==> src/rtl/hls_fp16_to_fp32_chn_o_wait_ctrl.sv <==
// Output-channel wait controller and holding FIFO for the fp16-to-fp32 core (chn_o transmit end).
// Optional backpressure stall counter enabled by HLS_FP16_TO_FP32_CHN_O_STALL_CNT_EN.
module hls_fp16_to_fp32_chn_o_wait_ctrl #(
  parameter int unsigned DATA_W = 32,
  parameter int unsigned DEPTH  = 2,
  parameter int unsigned CNT_W  = 16
) (
  input  logic              nvdla_core_clk,
  input  logic              nvdla_core_rstn,
  input  logic              chn_o_rsci_iswt0,
  input  logic              core_wten,
  input  logic              core_wen,
  input  logic              chn_o_rsci_oswt,
  input  logic              chn_o_rsci_ld_core_psct,
  input  logic [DATA_W-1:0] chn_o_rsci_d,
  output logic              chn_o_rsci_bawt,
  output logic              chn_o_rsci_bdwt,
  output logic              chn_o_rsci_ld_core_sct,
  output logic              chn_o_vld,
  output logic [DATA_W-1:0] chn_o_data,
  input  logic              chn_o_rdy,
  output logic [CNT_W-1:0]  chn_o_stall_cnt
);

  localparam int unsigned PTR_W = $clog2(DEPTH);
  localparam int unsigned OCC_W = $clog2(DEPTH + 1);
  localparam logic [OCC_W-1:0] OCC_FULL = OCC_W'(DEPTH);

  logic              icwt_q, icwt_d;
  logic [PTR_W-1:0]  wr_ptr_q, wr_ptr_d;
  logic [PTR_W-1:0]  rd_ptr_q, rd_ptr_d;
  logic [OCC_W-1:0]  count_q, count_d;
  logic              vld_q, vld_d;
  logic [DATA_W-1:0] mem_q [DEPTH];

  logic pdswt0, ogwt, full, push, pop;

  // full comes from the registered count, so a same-cycle pop never frees room for a push
  always_comb begin
    pdswt0   = chn_o_rsci_iswt0 & ~core_wten;
    ogwt     = pdswt0 | icwt_q;
    full     = (count_q == OCC_FULL);
    push     = ogwt & ~full;
    pop      = vld_q & chn_o_rdy;
    icwt_d   = ogwt & ~push;
    wr_ptr_d = push ? wr_ptr_q + 1'b1 : wr_ptr_q;
    rd_ptr_d = pop  ? rd_ptr_q + 1'b1 : rd_ptr_q;
    count_d  = count_q;
    case ({push, pop})
      2'b10:   count_d = count_q + 1'b1;
      2'b01:   count_d = count_q - 1'b1;
      default: count_d = count_q;
    endcase
    vld_d    = (count_d != '0);
  end

  always_ff @(posedge nvdla_core_clk or negedge nvdla_core_rstn) begin
    if (!nvdla_core_rstn) begin
      icwt_q   <= 1'b0;
      wr_ptr_q <= '0;
      rd_ptr_q <= '0;
      count_q  <= '0;
      vld_q    <= 1'b0;
    end else begin
      icwt_q   <= icwt_d;
      wr_ptr_q <= wr_ptr_d;
      rd_ptr_q <= rd_ptr_d;
      count_q  <= count_d;
      vld_q    <= vld_d;
    end
  end

  always_ff @(posedge nvdla_core_clk) begin
    if (push) mem_q[wr_ptr_q] <= chn_o_rsci_d;
  end

  assign chn_o_rsci_bawt        = push;
  assign chn_o_rsci_bdwt        = chn_o_rsci_oswt & core_wen;
  assign chn_o_rsci_ld_core_sct = chn_o_rsci_ld_core_psct & ogwt;
  assign chn_o_vld              = vld_q;
  assign chn_o_data             = mem_q[rd_ptr_q];

`ifdef HLS_FP16_TO_FP32_CHN_O_STALL_CNT_EN
  logic [CNT_W-1:0] stall_q;

  always_ff @(posedge nvdla_core_clk or negedge nvdla_core_rstn) begin
    if (!nvdla_core_rstn) begin
      stall_q <= '0;
    end else if (vld_q && !chn_o_rdy && (stall_q != '1)) begin
      stall_q <= stall_q + 1'b1;
    end
  end

  assign chn_o_stall_cnt = stall_q;
`else
  assign chn_o_stall_cnt = '0;
`endif

endmodule
==> config.mk <==
export PLATFORM = sky130hd
export DESIGN_NAME = hls_fp16_to_fp32_chn_o_wait_ctrl
export DESIGN_NICKNAME = d
export VERILOG_FILES = /design/src/rtl/hls_fp16_to_fp32_chn_o_wait_ctrl.sv
export SDC_FILE = /design/constraint.sdc
export NUM_CORES = 1
export LEC_CHECK = 0
export CAP_MARGIN = 20
export CORE_UTILIZATION = 41
export CTS_CLUSTER_SIZE = 40
export DETAILED_ROUTE_END_ITERATION = 8
export GPL_TIMING_DRIVEN = 0
export PLACE_DENSITY_LB_ADDON = 0.1
export SLEW_MARGIN = 40
export SYNTH_ARGS = -nofsm -noshare
export SYNTH_HDL_FRONTEND = slang
export SYNTH_SLANG_ARGS = --single-unit
==> constraint.sdc <==
create_clock -name nvdla_core_clk -period 2.4 [get_ports nvdla_core_clk]
set_input_delay 0.48 -clock nvdla_core_clk [delete_from_list [all_inputs] [get_ports nvdla_core_clk]]
set_output_delay 0.48 -clock nvdla_core_clk [all_outputs]
set_load 0.02 [all_outputs]
==> results of run 1 <==
-- power by group through the flow --
stage	Sequential (mW)	Combinational (mW)	Clock, mW
final	1.69	1.69	0.864
after global routing	1.71	1.80	0.937
after CTS	1.69	1.73	0.894
after detailed placement	1.71	1.71	0
after global placement	1.72	1.64	0
after floorplan	1.71	0.997	0
-- layout make-up --
cell class	count	area, um^2
repair buffers	77	807
inverters	2	7.51
clock buffers	9	124
plain buffers	20	165
well taps	77	96.3
fillers	504	2500
multi-input cells	69	593
clock inverters	7	55.1
flip-flops and latches	70	2070
-- cells in the final DEF (no fill, tap or decap), types with 3 or more instances in the layout --
cell and instances:
xnor2_1 3, clkinv_1 4, edfxtp_1 64, buf_6 4, conb_1 16, clkbuf_8 9, nor2_1 3, mux2_2 30
buf_4 16, clkdlybuf4s50_1 73, dfrtp_1 6
-- metrics by stage --
step | util (%) | cell area (um^2)
2_1_floorplan | - | 2810
3_3_place_gp | 57.0 | 3660
3_5_place_dp | 58.1 | 3730
4_1_cts | 61.0 | 3920
5_1_grt | 61.0 | 3920
6_report | 61.0 | 3920
-- cells in the mapped netlist, drive strengths merged --
library cell / count
nor3b: 1
nor4bb: 2
xnor2: 3
dfrtp: 6
ha: 1
buf: 20
nor2b: 2
nor2: 5
conb: 1
o21ai: 1
xor2: 2
and2: 2
inv: 2
nand2b: 1
mux2: 32
edfxtp: 64
nor3: 1
-- path summary, 6_finish.rpt --
kind                                    from            end  slack, ps
min in group nvdla_core_clk       count_q[1]     count_q[1]        540
min reg2reg                       count_q[1]     count_q[1]        540
max in group asynchronous    nvdla_core_rstn       rd_ptr_q       1790
min                          nvdla_core_rstn      chn_o_vld        390
max                                 rd_ptr_q  chn_o_data[2]         80
max reg2reg                       count_q[0]   mem_q[0][20]        660
-- state kept, by name, summed over array words and instances (netlist names) --
name       count
wr_ptr_q       1
mem_q         64
count_q        2
icwt_q         1
rd_ptr_q       1
chn_o_vld      1
-- critical path: stages, from the launching register on --
cell             delay (ps)
dfrtp_1                 340
buf_6                   130
buf_6                   150
mux2_2                  340
clkdlybuf4s50_1         550
-- timing repair --
| action | 4_1_cts | 5_1_grt |
|---|---|---|
| resized for setup | 3 | 1 |
| hold buffers | 0 | 0 |
| endpoints found under the setup margin | 2 | 1 |
-- metal layers --
| metal | wire, um | share of wire (%) | vias to the layer above | global-route usage, % |
|---|---|---|---|---|
| met2 | 2110 | 47 | 55 | 20.9 |
| li1 | - | - | 720 | - |
| met1 | 1900 | 42 | 687 | 16.9 |
| met3 | 370 | 8.3 | 9 | 5.24 |
| met4 | 99 | 2.2 | 0 | 8.46 |
| met5 | 0 | 0 | - | 0 |
-- cell families after synthesis --
| kind of cell | count (synthesis) | synth area share (%) |
|---|---|---|
| XOR/XNOR | 5 | 1.59 |
| other | 1 | 0.136 |
| multiplexers | 32 | 13.1 |
| flip-flops | 70 | 75.2 |
| buffers and inverters | 22 | 6.26 |
| AND/OR/NAND/NOR | 14 | 3.00 |
| AO/OA/AOI/OAI | 1 | 0.318 |
| adder cells (fa/ha/maj) | 1 | 0.454 |
==> flow_summary.ini, run 1 <==
[status]
status = finished, violations left
failed_checks = DRC

[sta]
slew_headroom_pct = 63.0
rsz0062_at_grt = false
min_period_ps = 2320
maxSlewViolCount = 0
setup_viol = 0
worstMarginPinSlew_ps = 554
setup_ws_ps = 78.0
hold_viol = 0
whs_ps = 387
final.period_utilization_pct = 96.8
finClkSkew_ps = 3.39
setup_tns_ps = 0
fmax_mhz = 431

[floorplanning]
die_x_um = 84.0
die_y_um = 84.0
fp.dieArea_mm2 = 0.00706
core_area_mm2 = 0.00642
start_util_pct = 42.9
io_pins = 92
rows = 29

[power]
ir_drop_uv = 564
pwr-share-seq_pct = 39.8
p_clk_share_pct = 20.4
p_int_mw = 2.95
finalPower_mw = 4.24
power_leakage_nw = 1.44
p_per_area_mw_per_mm2 = 1080
sw_frac_of_total_pct = 30.4
pwr-share-comb_pct = 39.9
p_sw_mw = 1.29

[finish]
finalNetCount = 290
n_antenna_cell = 0
area_growth_pct = 42.2
layout-drive-gt1-share_pct = 26.8
fin_cells = 331

[logic_synthesis]
netlist_area_mm2 = 0.00276
synth.distinct_cells = 19
avgSynthCellArea_um2 = 18.9
netlist_top_cells_area = edfxtp_1 (70%), mux2_2 (12%), dfrtp_1 (5.4%)
synth_seq_cells = 70
yosysTopAreaCell = edfxtp_1
yosys.area.top_type_share_pct = 69.7
ys_warn_count = 0
synth_cells = 146
yosysSeqAreaShare_pct = 75.2

[drt]
route.detailed.drc = 13
num_vias = 1471
wire_per_inst_um = 13.5
routed_wl_um = 4480
drt_iter0_drc = 64
viasPerCell = 4.44
ant_nets = 0
firstDrtPassIters = 8

[setup_path]
crit_fanout = 10
crit_arrival_ps = 1840
end_kind = output pin
r2r_cells = 4
cp-start-kind = register
critical_path_required_ps = 1920
crit_type = reg2out

[cts]
path_clk_slew_ps = 70
cts_setup_buffers = 0
clock_sinks = 70
cts.path.max_buffers = 2
h-tree-depth = 3
cts_buffers = 9
cts_root_buf = clkbuf_8
cts_tree = done
worstSkewPairLatency_ps = 330

[placed_design]
dp_cells = 315
io_buffer_count = 75
gp_congestion = 0.640
hpwl_um = 3020
post-place-ws_ps = -66.6

[hold_path]
hp-class = in2async

[grt]
grt_pass1_vias = 1492
grt_antenna_before_repair = 0
grt_pass1_wl_um = 7220
grt_overflow = 0
grtUsageTotal_pct = 13.8
grt_start_max_net_pins = 19

[job]
cap_viol_max_count = 0
No activity file was read; power rests on OpenSTA's default activity.
==> run 2, diff against run 1 <==
--- a/config.mk
+++ b/config.mk
@@ -6,6 +6,7 @@
 export NUM_CORES = 1
 export LEC_CHECK = 0
 export CAP_MARGIN = 20
+export CORE_ASPECT_RATIO = 0.75
 export CORE_UTILIZATION = 41
 export CTS_CLUSTER_SIZE = 40
 export DETAILED_ROUTE_END_ITERATION = 8
==> run 2 against run 1 <==
Against the previous run:
- the run now ends clean
- die area about the same
- sequential power about the same
- combinational power about the same
- largest power group unchanged
==> flow_summary.ini, run 2 (synthesis results as in run 1) <==
[cts]
cts.path.max_buffers = 2
cts_tree = done
h-tree-depth = 3
cts_setup_buffers = 0
holdBufCountCts = 0
path_clk_slew_ps = 70
cts_buffers = 9
cts_root_buf = clkbuf_8
clock_sinks = 70
worstSkewPairLatency_ps = 340

[sta]
fmax_mhz = 422
rsz0062_at_grt = true
slew_headroom_pct = 63.8
maxSlewViolCount = 0
final.period_utilization_pct = 98.8
hold_viol = 0
setup_viol = 0
finClkSkew_ps = 8.91
setup_tns_ps = 0
whs_ps = 376
min_period_ps = 2370
worstMarginPinSlew_ps = 542

[finish]
layout-drive-gt1-share_pct = 27.6
layout_common_cells = clkdlybuf4s50_1 (64), edfxtp_1 (64), mux2_2 (30), buf_4 (16), conb_1 (16)
area_growth_pct = 44.6
largest-register = mem_q
top_regs = mem_q: 64 flops, count_q: 2 flops
seq_area_mm2 = 0.00207
n_antenna_cell = 0
largest_register_ff_count = 64
fillers = 493
finalNetCount = 290
multi_input_area_um2 = 593
fin_cells = 335

[floorplanning]
rows = 25
core_area_mm2 = 0.00638
start_util_pct = 43.2
die_x_um = 96.7
fp.dieArea_mm2 = 0.00706
die_y_um = 73.0
io_pins = 92

[grt]
grt_overflow = 0
grtUsageTotal_pct = 14.0
met1_usage_pct = 17.4
met3_usage_pct = 7.66
use_met2_pct = 21.4
grt_start_max_net_pins = 18
grt_antenna_before_repair = 0
grt_pass1_wl_um = 7290
grt_pass1_vias = 1461
grt.busiest_layer = met2

[setup_path]
end_kind = output pin
cp-start-kind = input port
crit_fanout = 5
crit_arrival_ps = 1890
crit_type = in2out
critical_path_required_ps = 1920

[drt]
routed_wl_um = 4530
wire_per_inst_um = 13.5
viasPerCell = 4.40
drt_iter0_drc = 34
route.detailed.drc = 0
num_vias = 1475
firstDrtPassIters = 4
ant_nets = 0

[power]
ir_drop_uv = 585
power_leakage_nw = 1.55
p_per_area_mw_per_mm2 = 1100
p_clk_share_pct = 23.0
sw_frac_of_total_pct = 30.0
p_int_mw = 3.06
pwr-share-seq_pct = 38.6
pwr-share-comb_pct = 38.4
p_sw_mw = 1.31
finalPower_mw = 4.37

[status]
status = complete, no violations

[placed_design]
hpwl_um = 3080
io_buffer_count = 75
gp_congestion = 0.630
dp_cells = 319

[job]
cap_viol_max_count = 0

[hold_path]
hp-class = in2async
## run 2: layout make-up
| type | count | share of cell area (%) |
|---|---|---|
| timing repair buffer | 77 | 20.9 |
| buffer | 20 | 4.14 |
| multi-input combinational | 69 | 14.9 |
| sequential | 70 | 52.0 |
| clock buffer | 10 | 3.20 |
| tap | 81 | 2.54 |
| inverter | 2 | 0.188 |
| clock inverter | 6 | 2.17 |
## run 2: power groups by stage
stage               Clock [mW]  Combinational (mW)  Sequential [mW]
floorplan                    0               0.997             1.71
global placement             0                1.63             1.72
detailed placement           0                1.71             1.71
CTS                       1.04                1.72             1.69
global route              1.09                1.79             1.71
finish                    1.00                1.68             1.69
## run 2: path summary, 6_finish.rpt
check	slack, ps	startpoint	to	cells past startpoint
max	30	chn_o_rsci_iswt0	chn_o_rsci_bawt	5
min	380	nvdla_core_rstn	chn_o_vld	1
max reg2reg	640	count_q[0]	mem_q[1][23]	4
max in group asynchronous	1800	nvdla_core_rstn	wr_ptr_q	1
min in group nvdla_core_clk	540	count_q[1]	count_q[1]	1
min reg2reg	540	count_q[1]	count_q[1]	1
## run 2: critical path, cell delays in order
cell	delay (ps)
clkdlybuf4s50_1	440
nor2b_2	190
o21ai_4	110
inv_1	70
clkdlybuf4s50_1	590
## run 2: what timing repair did
item | 4_1_cts | 5_1_grt
endpoints found under the hold margin | 0 | 0
gates resized for setup | 0 | 13
setup endpoints to repair | 1 | 12
## run 2: metrics by stage
| stage | setup slack (ps) | cell area (um^2) | util, % |
|---|---|---|---|
| after floorplan | -148 | 2810 | - |
| after global placement | -1460 | 3660 | 57.4 |
| after detailed placement | -42.5 | 3730 | 58.5 |
| after CTS | -44.6 | 3950 | 61.9 |
| after global routing | -34.4 | 3990 | 62.5 |
| final | 28.3 | 3990 | 62.5 |
## run 2: routing by layer
layer	share of wire, %	vias to the layer above
met5	0	-
met4	1.1	0
met1	45	683
met2	46	62
met3	8.6	7
li1	-	723
